`src/rtl/uart_wrapper.sv`:
```
// Byte-to-command framing between the BLE UART transceiver and the command unit:
// assembles opcode + 16-bit data frames and serialises response bytes back out.
module uart_wrapper #(
  parameter int GAP_WIDTH = 20
) (
  input  logic        clk,
  input  logic        rst_n,
  input  logic        rx_rdy,
  input  logic [7:0]  rx_data,
  output logic        clr_rx_rdy,
  output logic [7:0]  cmd,
  output logic [15:0] data,
  output logic        cmd_rdy,
  input  logic        clr_cmd_rdy,
  output logic        frame_err,
  input  logic [7:0]  resp,
  input  logic        send_resp,
  output logic        trmt,
  output logic [7:0]  tx_data,
  input  logic        tx_done,
  output logic        resp_drop,
  output logic [1:0]  dbg_rx_state
);

  // Handshake: rx_rdy is a level held by the transceiver until clr_rx_rdy pulses
  // in the same cycle the byte is captured; cmd_rdy holds until clr_cmd_rdy.
  typedef enum logic [1:0] {
    RX_CMD = 2'd0,
    RX_DHI = 2'd1,
    RX_DLO = 2'd2
  } rx_state_e;

  rx_state_e            state_q, state_d;
  logic [GAP_WIDTH-1:0] gap_q, gap_d;
  logic [7:0]           cmd_q, cmd_d;
  logic [15:0]          data_q, data_d;
  logic                 cmd_rdy_q, cmd_rdy_d;
  logic                 frame_err_q, frame_err_d;
  logic                 accept;

  logic                 busy_q, busy_d;
  logic [7:0]           pend_q, pend_d;
  logic                 pend_vld_q, pend_vld_d;
  logic [7:0]           tx_data_q, tx_data_d;
  logic                 trmt_q, trmt_d;
  logic                 drop_q, drop_d;

  always_comb begin
    state_d     = state_q;
    gap_d       = gap_q + GAP_WIDTH'(1);
    cmd_d       = cmd_q;
    data_d      = data_q;
    cmd_rdy_d   = cmd_rdy_q;
    frame_err_d = 1'b0;
    accept      = 1'b0;
    if (clr_cmd_rdy) cmd_rdy_d = 1'b0;
    case (state_q)
      RX_CMD: begin
        gap_d = '0;
        // A held command back-pressures the next opcode byte.
        if (rx_rdy && !cmd_rdy_q) begin
          accept  = 1'b1;
          cmd_d   = rx_data;
          state_d = RX_DHI;
        end
      end
      RX_DHI: begin
        if (rx_rdy) begin
          accept        = 1'b1;
          data_d[15:8]  = rx_data;
          gap_d         = '0;
          state_d       = RX_DLO;
        end else if (&gap_q) begin
          frame_err_d = 1'b1;
          gap_d       = '0;
          state_d     = RX_CMD;
        end
      end
      RX_DLO: begin
        if (rx_rdy) begin
          accept       = 1'b1;
          data_d[7:0]  = rx_data;
          cmd_rdy_d    = 1'b1;
          gap_d        = '0;
          state_d      = RX_CMD;
        end else if (&gap_q) begin
          frame_err_d = 1'b1;
          gap_d       = '0;
          state_d     = RX_CMD;
        end
      end
      default: state_d = RX_CMD;
    endcase
  end

  always_comb begin
    busy_d     = busy_q;
    pend_d     = pend_q;
    pend_vld_d = pend_vld_q;
    tx_data_d  = tx_data_q;
    trmt_d     = 1'b0;
    drop_d     = 1'b0;
    if (!busy_q) begin
      if (send_resp) begin
        tx_data_d = resp;
        trmt_d    = 1'b1;
        busy_d    = 1'b1;
      end
    end else if (tx_done) begin
      // Completion frees a slot first, so a coincident request is never dropped.
      if (pend_vld_q) begin
        tx_data_d = pend_q;
        trmt_d    = 1'b1;
        if (send_resp) pend_d = resp;
        else           pend_vld_d = 1'b0;
      end else if (send_resp) begin
        tx_data_d = resp;
        trmt_d    = 1'b1;
      end else begin
        busy_d = 1'b0;
      end
    end else if (send_resp) begin
      if (!pend_vld_q) begin
        pend_d     = resp;
        pend_vld_d = 1'b1;
      end else begin
        drop_d = 1'b1;
      end
    end
  end

  always_ff @(posedge clk or negedge rst_n) begin
    if (!rst_n) begin
      state_q     <= RX_CMD;
      gap_q       <= '0;
      cmd_q       <= 8'h00;
      data_q      <= 16'h0000;
      cmd_rdy_q   <= 1'b0;
      frame_err_q <= 1'b0;
      busy_q      <= 1'b0;
      pend_q      <= 8'h00;
      pend_vld_q  <= 1'b0;
      tx_data_q   <= 8'h00;
      trmt_q      <= 1'b0;
      drop_q      <= 1'b0;
    end else begin
      state_q     <= state_d;
      gap_q       <= gap_d;
      cmd_q       <= cmd_d;
      data_q      <= data_d;
      cmd_rdy_q   <= cmd_rdy_d;
      frame_err_q <= frame_err_d;
      busy_q      <= busy_d;
      pend_q      <= pend_d;
      pend_vld_q  <= pend_vld_d;
      tx_data_q   <= tx_data_d;
      trmt_q      <= trmt_d;
      drop_q      <= drop_d;
    end
  end

  assign clr_rx_rdy   = accept;
  assign cmd          = cmd_q;
  assign data         = data_q;
  assign cmd_rdy      = cmd_rdy_q;
  assign frame_err    = frame_err_q;
  assign trmt         = trmt_q;
  assign tx_data      = tx_data_q;
  assign resp_drop    = drop_q;
  assign dbg_rx_state = state_q;

endmodule

```
`config.mk`:
```
export PLATFORM = sky130hd
export DESIGN_NAME = uart_wrapper
export DESIGN_NICKNAME = d
export VERILOG_FILES = /design/src/rtl/uart_wrapper.sv
export SDC_FILE = /design/constraint.sdc
export NUM_CORES = 1
export LEC_CHECK = 0
export BUFFER_PORTS_ARGS = -buffer_cell sky130_fd_sc_hd__buf_4
export CAP_MARGIN = 15
export CORE_MARGIN = 2
export CORE_UTILIZATION = 40
export CTS_BUF_LIST = sky130_fd_sc_hd__clkbuf_16
export CTS_CLUSTER_SIZE = 28
export DETAILED_ROUTE_END_ITERATION = 12
export GPL_TIMING_DRIVEN = 0
export PLACE_DENSITY_LB_ADDON = 0.15
export SLEW_MARGIN = 10
export SYNTH_ARGS = -nofsm -noshare
export SYNTH_HDL_FRONTEND = slang
export SYNTH_SLANG_ARGS = --single-unit
```
`constraint.sdc`:
```
create_clock -name clk -period 2.1 [get_ports clk]
set_input_delay 0.105 -clock clk [delete_from_list [all_inputs] [get_ports clk]]
set_output_delay 0.105 -clock clk [all_outputs]
set_load 0.005 [all_outputs]
```
### After elaboration in Yosys (flattened, before gate mapping)

Index checks and enable logic that the tools add are counted.

* register bits after elaboration: 68
* bits of input ports: 22
* output and inout bits: 39
* word-level logic and storage cells: 71

* add/sub/neg operators: 1
* eq/ne operators: 7
* muxes and demuxes: 39
* reductions and logical operators: 11

Operators with widths (number)
* 8-bit two-way mux: 9
* 20-bit two-way mux: 2
* 20-bit case mux with 2 select lines: 1
* 1-bit two-way mux: 21
* 20-bit by 1-bit adder with 20-bit output (second input constant): 1
* 20-bit AND reduction: 1
* 2-bit two-way mux: 4
* 2-bit != test (second input constant): 4
* 2-bit AND reduction: 4
* 2-bit case mux with 3 select lines: 1
* 5-bit AND reduction: 1
* 2-bit by 1-bit == test with 1-bit output (second input constant): 1
* 2-bit == test (second input constant): 1
* 2-bit zero test: 1
* 2-bit by 1-bit != test with 1-bit output (second input constant): 1
* 1-bit case mux with 2 select lines: 1
* 2-bit nonzero test: 1
* 2-bit OR reduction: 1
* 1-bit logical AND: 1
* 1-bit zero test: 1

### Longest topological paths before layout

* depth in word-level cells: 4
* mapped depth: 7
* gate-level depth less buffers: 6

### Least setup slack after synthesis

Ideal clock, no wire load.

* path kind: flip-flop to flip-flop
* start point: reg gap_q[0]
* end point: reg gap_q[10]
* library setup time: 0.132 ns
* arrival time: 1.716 ns
* data required time: 1.968 ns
* slack: 0.252 ns
* stages on the path, launching flop included: 7
* buffers on the path: 1
* clock period less this slack: 1.848 ns
* path through: dfrtp_1 -> ha_1 -> and4_1 -> nand3_1 -> o31ai_2 -> clkbuf_1 -> nor2_1

* longest elaborated chain between the ends: 4
* elaborated cells between the ends (all ways): 5
* classes of those cells: add/sub: 1; mux: 3; reduce/logical: 1

Ends and longest elaborated chain
* start, declared: line 34 `logic [GAP_WIDTH-1:0] gap_q, gap_d;`
* start signal, assigned: line 148 `gap_q <= gap_d;`
* 20-bit by 1-bit adder with 20-bit output / 20-bit AND reduction (equally long branches): line 50, 73, 86
* 20-bit two-way mux: line 73, 86
* 20-bit two-way mux: line 80 `if (rx_rdy) begin`
* 20-bit case mux with 2 select lines (*): line 57 `case (state_q)`
* named net gap_d[10]: line 34

The timed path passes the listed nets; every way through them passes the cells marked *.
A chain may end at the register's enable or synchronous reset.

### Worst setup path in the final report

Ends and elaborated chain as after synthesis.

==> run_results.csv <==
group,metric,value,unit
route,drt_iter0_markers,68,
route,detail-route-antenna-nets,0,
synth,ys_types,38,
route,vias_per_cell,4.99,
synth,synth_seq_area_share,57.0,%
placed_design,place_inst,420,
synth,syn-cell-area,2990,um^2
floorplanning,die_w,90.4,um
job,max_cap_violations,0,
setup_path,r2r_start,"gap_q[0]",
route,firstDrtPassIters,4,
global_route,antenna_found_initial,0,
timing,relSlewSlack,43.5,%
power,p_seq_share,37.8,%
power,leakagePower,1.74,nW
route,routed_wl,5880,um
clock_tree,cts-htree-levels,3,
hold_path,hp-start,"resp[0]",
synth,synth_top_area_share,57.0,%
route,wire_per_inst,13.4,um
clock_tree,cts_buffers,9,
timing,hold_violations,0,
clock_tree,max-clock-path-buffers,2,
setup_path,critPathKind,"reg -> reg",
global_route,grt_max_degree,69,
synth,synth_compound_area_share,8.09,%
global_route,grt_usage,15.4,%
hold_path,whs_endpoint,"tx_data[0]",
floorplanning,ios,61,
layout,ff_latch_area,1700,um^2
layout,fillerInstances,633,
timing,tightest_slew,0.848,ns
floorplanning,rows,31,
power,power,0.00504,W
timing,layout_setup_ws,0.145,ns
synth,synth-edff-count,0,
clock_tree,cts_tree,"yes",
layout,fin_cells,439,
timing,maxSlewViolCount,0,
setup_path,r2r-end,"gap_q[10]",
synth,synth-xor-area-share,2.93,%
placed_design,gp_congestion,0.758,
power,p_switching,0.00134,W
synth,synthTopCellsByArea,"dfrtp_1, mux2_2, nor2_1, ha_1, xnor2_1",
global_route,gr-usage-met3,4.42,%
setup_path,start_kind,"flip-flop",
layout,layout_commonest_cell,"dfrtp_1",
synth,synthAdderAreaFrac,2.10,%
synth,synth_nets,289,
timing,rsz0062_at_grt,"no",
power,vdd_ir_drop_max,505,uV
global_route,grt.busiest_layer,"met2",
synth,synth_top_family_by_area,"simple AND/OR/NAND/NOR gates",
power,power_frac_clock,33.5,%
layout,fin_nets,363,
synth,yosys.area_share.simple,15.7,%
synth,synth-seq-cells,68,
layout,drive_above_1_share,33.8,%
setup_path,rrSetupSlack,0.14,ns
synth,synth_top_cell_by_area,"dfrtp_1",
placed_design,hpwl,4070,um
power,switching_share,26.7,%
placed_design,port_buffers,59,
global_route,grt_pass1_wl,10100,um
layout,n_antenna_cell,0,
global_route,grtUsageMet1,20.9,%
placed_design,preCtsSetupSlack,-0.258,ns
layout,mostFrequentLayoutCells,"dfrtp_1, buf_4, nor2_1, mux2_2, nand2_1",
global_route,grtUsageMet2,23.1,%
timing,period_minus_slack,1.96,ns
clock_tree,clock-sinks,68,
synth,syn_area_per_cell,11.4,um^2
timing,finalClockSkew,0.00540,ns
timing,setup_viol,0,
outcome,status,"finished clean",
timing,fin_crit_sh,93.1,%
setup_path,cp_data_arrival_time,2.16,ns
synth,synthCells,262,
floorplanning,die_height,90.4,um
global_route,grt_overflow,0,
hold_path,whs_path_depth,3,
hold_path,hold_path_class,"in -> reg",
floorplanning,core-area,7250,um^2
route,drc,0,
clock_tree,cts_root_buffer,"clkbuf_16",
setup_path,reg2reg_depth,6,
synth,synth_flop_cell,"dfrtp_1",
floorplanning,dieArea,8170,um^2
synth,yosys_warnings,0,
setup_path,end_kind,"flip-flop",
synth,muxShareOfSynthArea,12.4,%
global_route,grt_pass1_vias,2121,
timing,tns,0,ns
clock_tree,clkSlewWorstSetupHoldPaths,0.05,ns
synth,async_flop_share,100,%
setup_path,startpoint,"gap_q[0]",
power,p_int,0.00369,W
setup_path,worstPathMaxFanout,10,
clock_tree,clk_latency,0.32,ns
power,comb_power_share,28.6,%
route,num_vias,2190,
timing,max_freq,511,MHz
setup_path,cp.required,2.30,ns
layout,area_delta_synth_final,31.8,%
layout,multi_input_area,1240,um^2
floorplanning,start_util,41.2,%
power,power.density,1280,nW/um^2
==> registers in the layout (all words and copies together) (netlist names) <==
register and count:
busy_q 1, cmd 8, cmd_rdy 1, data 16, dbg_rx_state 2, frame_err 1
gap_q 20, pend_q 8, pend_vld_q 1, resp_drop 1, trmt 1, tx_data 8
==> per-stage QoR <==
stage	hold slack, ns	util [%]	area, um^2
after detailed placement	0.280	49.0	3550
final	0.0239	54.3	3940
after CTS	0.0149	54.0	3920
after global placement	0.285	49.0	3550
after floorplan	-0.191	-	2990
after global routing	0.0172	54.3	3940
==> final cells by class <==
class / count / share of cell area, %
inverter: 10 / 0.954
sequential: 68 / 43.2
clock buffer: 9 / 5.72
buffer: 4 / 0.445
clock inverter: 6 / 2.86
timing repair buffer: 63 / 12.1
tap: 99 / 3.15
multi-input combinational: 180 / 31.5
==> power by group through the flow <==
stage	combinational (W)	sequential [W]	clock [W]
after floorplan	0.000689	0.00192	0
after global placement	0.00141	0.00192	0
after detailed placement	0.00142	0.00193	0
after CTS	0.00144	0.00191	0.00173
after global routing	0.00159	0.00196	0.00180
final	0.00144	0.00190	0.00169
==> synthesized netlist by cell type, drive strengths merged, types with 5 or more instances <==
cell,number
xnor2,7
nor2b,5
o22ai,8
and4,5
a21oi,10
inv,10
nor2,35
mux2,32
dfrtp,68
nand2,16
nor3,5
nand3,11
ha,5
o21ai,8
==> kinds of logic after synthesis <==
| logic type | Yosys count |
|---|---|
| compound gates | 38 |
| xor+xnor | 10 |
| fa+ha+maj | 5 |
| buf+inv | 14 |
| flops | 68 |
| mux | 33 |
| simple gates | 94 |
==> critical path: stages (launching register included) <==
cell and delay [ns]:
dfrtp_1 0.38, ha_1 0.24, and4_1 0.30, nand3_1 0.17, o31ai_4 0.35, clkbuf_2 0.29, nor2_1 0.09
==> worst max-delay path by stage <==
stage                      endpoint  slack, ns  depth (start not counted)
after floorplan           gap_q[10]       0.25                          6
after global placement    gap_q[12]      -0.29                          6
after detailed placement  gap_q[10]      -0.26                          6
after CTS                 gap_q[10]       0.06                          6
after global routing      gap_q[10]      0.003                          6
final                     gap_q[10]       0.14                          6
==> timing repair <==
item	in CTS	in global routing
endpoints found under the hold margin	69	0
gates resized for setup	2	0
buffers inserted	0	2
endpoints found under the setup margin	10	10
pin swaps	0	1
hold buffers	2	0
==> layer usage <==
layer	vias to the layer above	wire length (um)
li1	1076	-
met1	1046	2850
met2	57	2610
met3	11	321
met4	0	105
met5	-	0
Power figures use the tool's default switching activity.
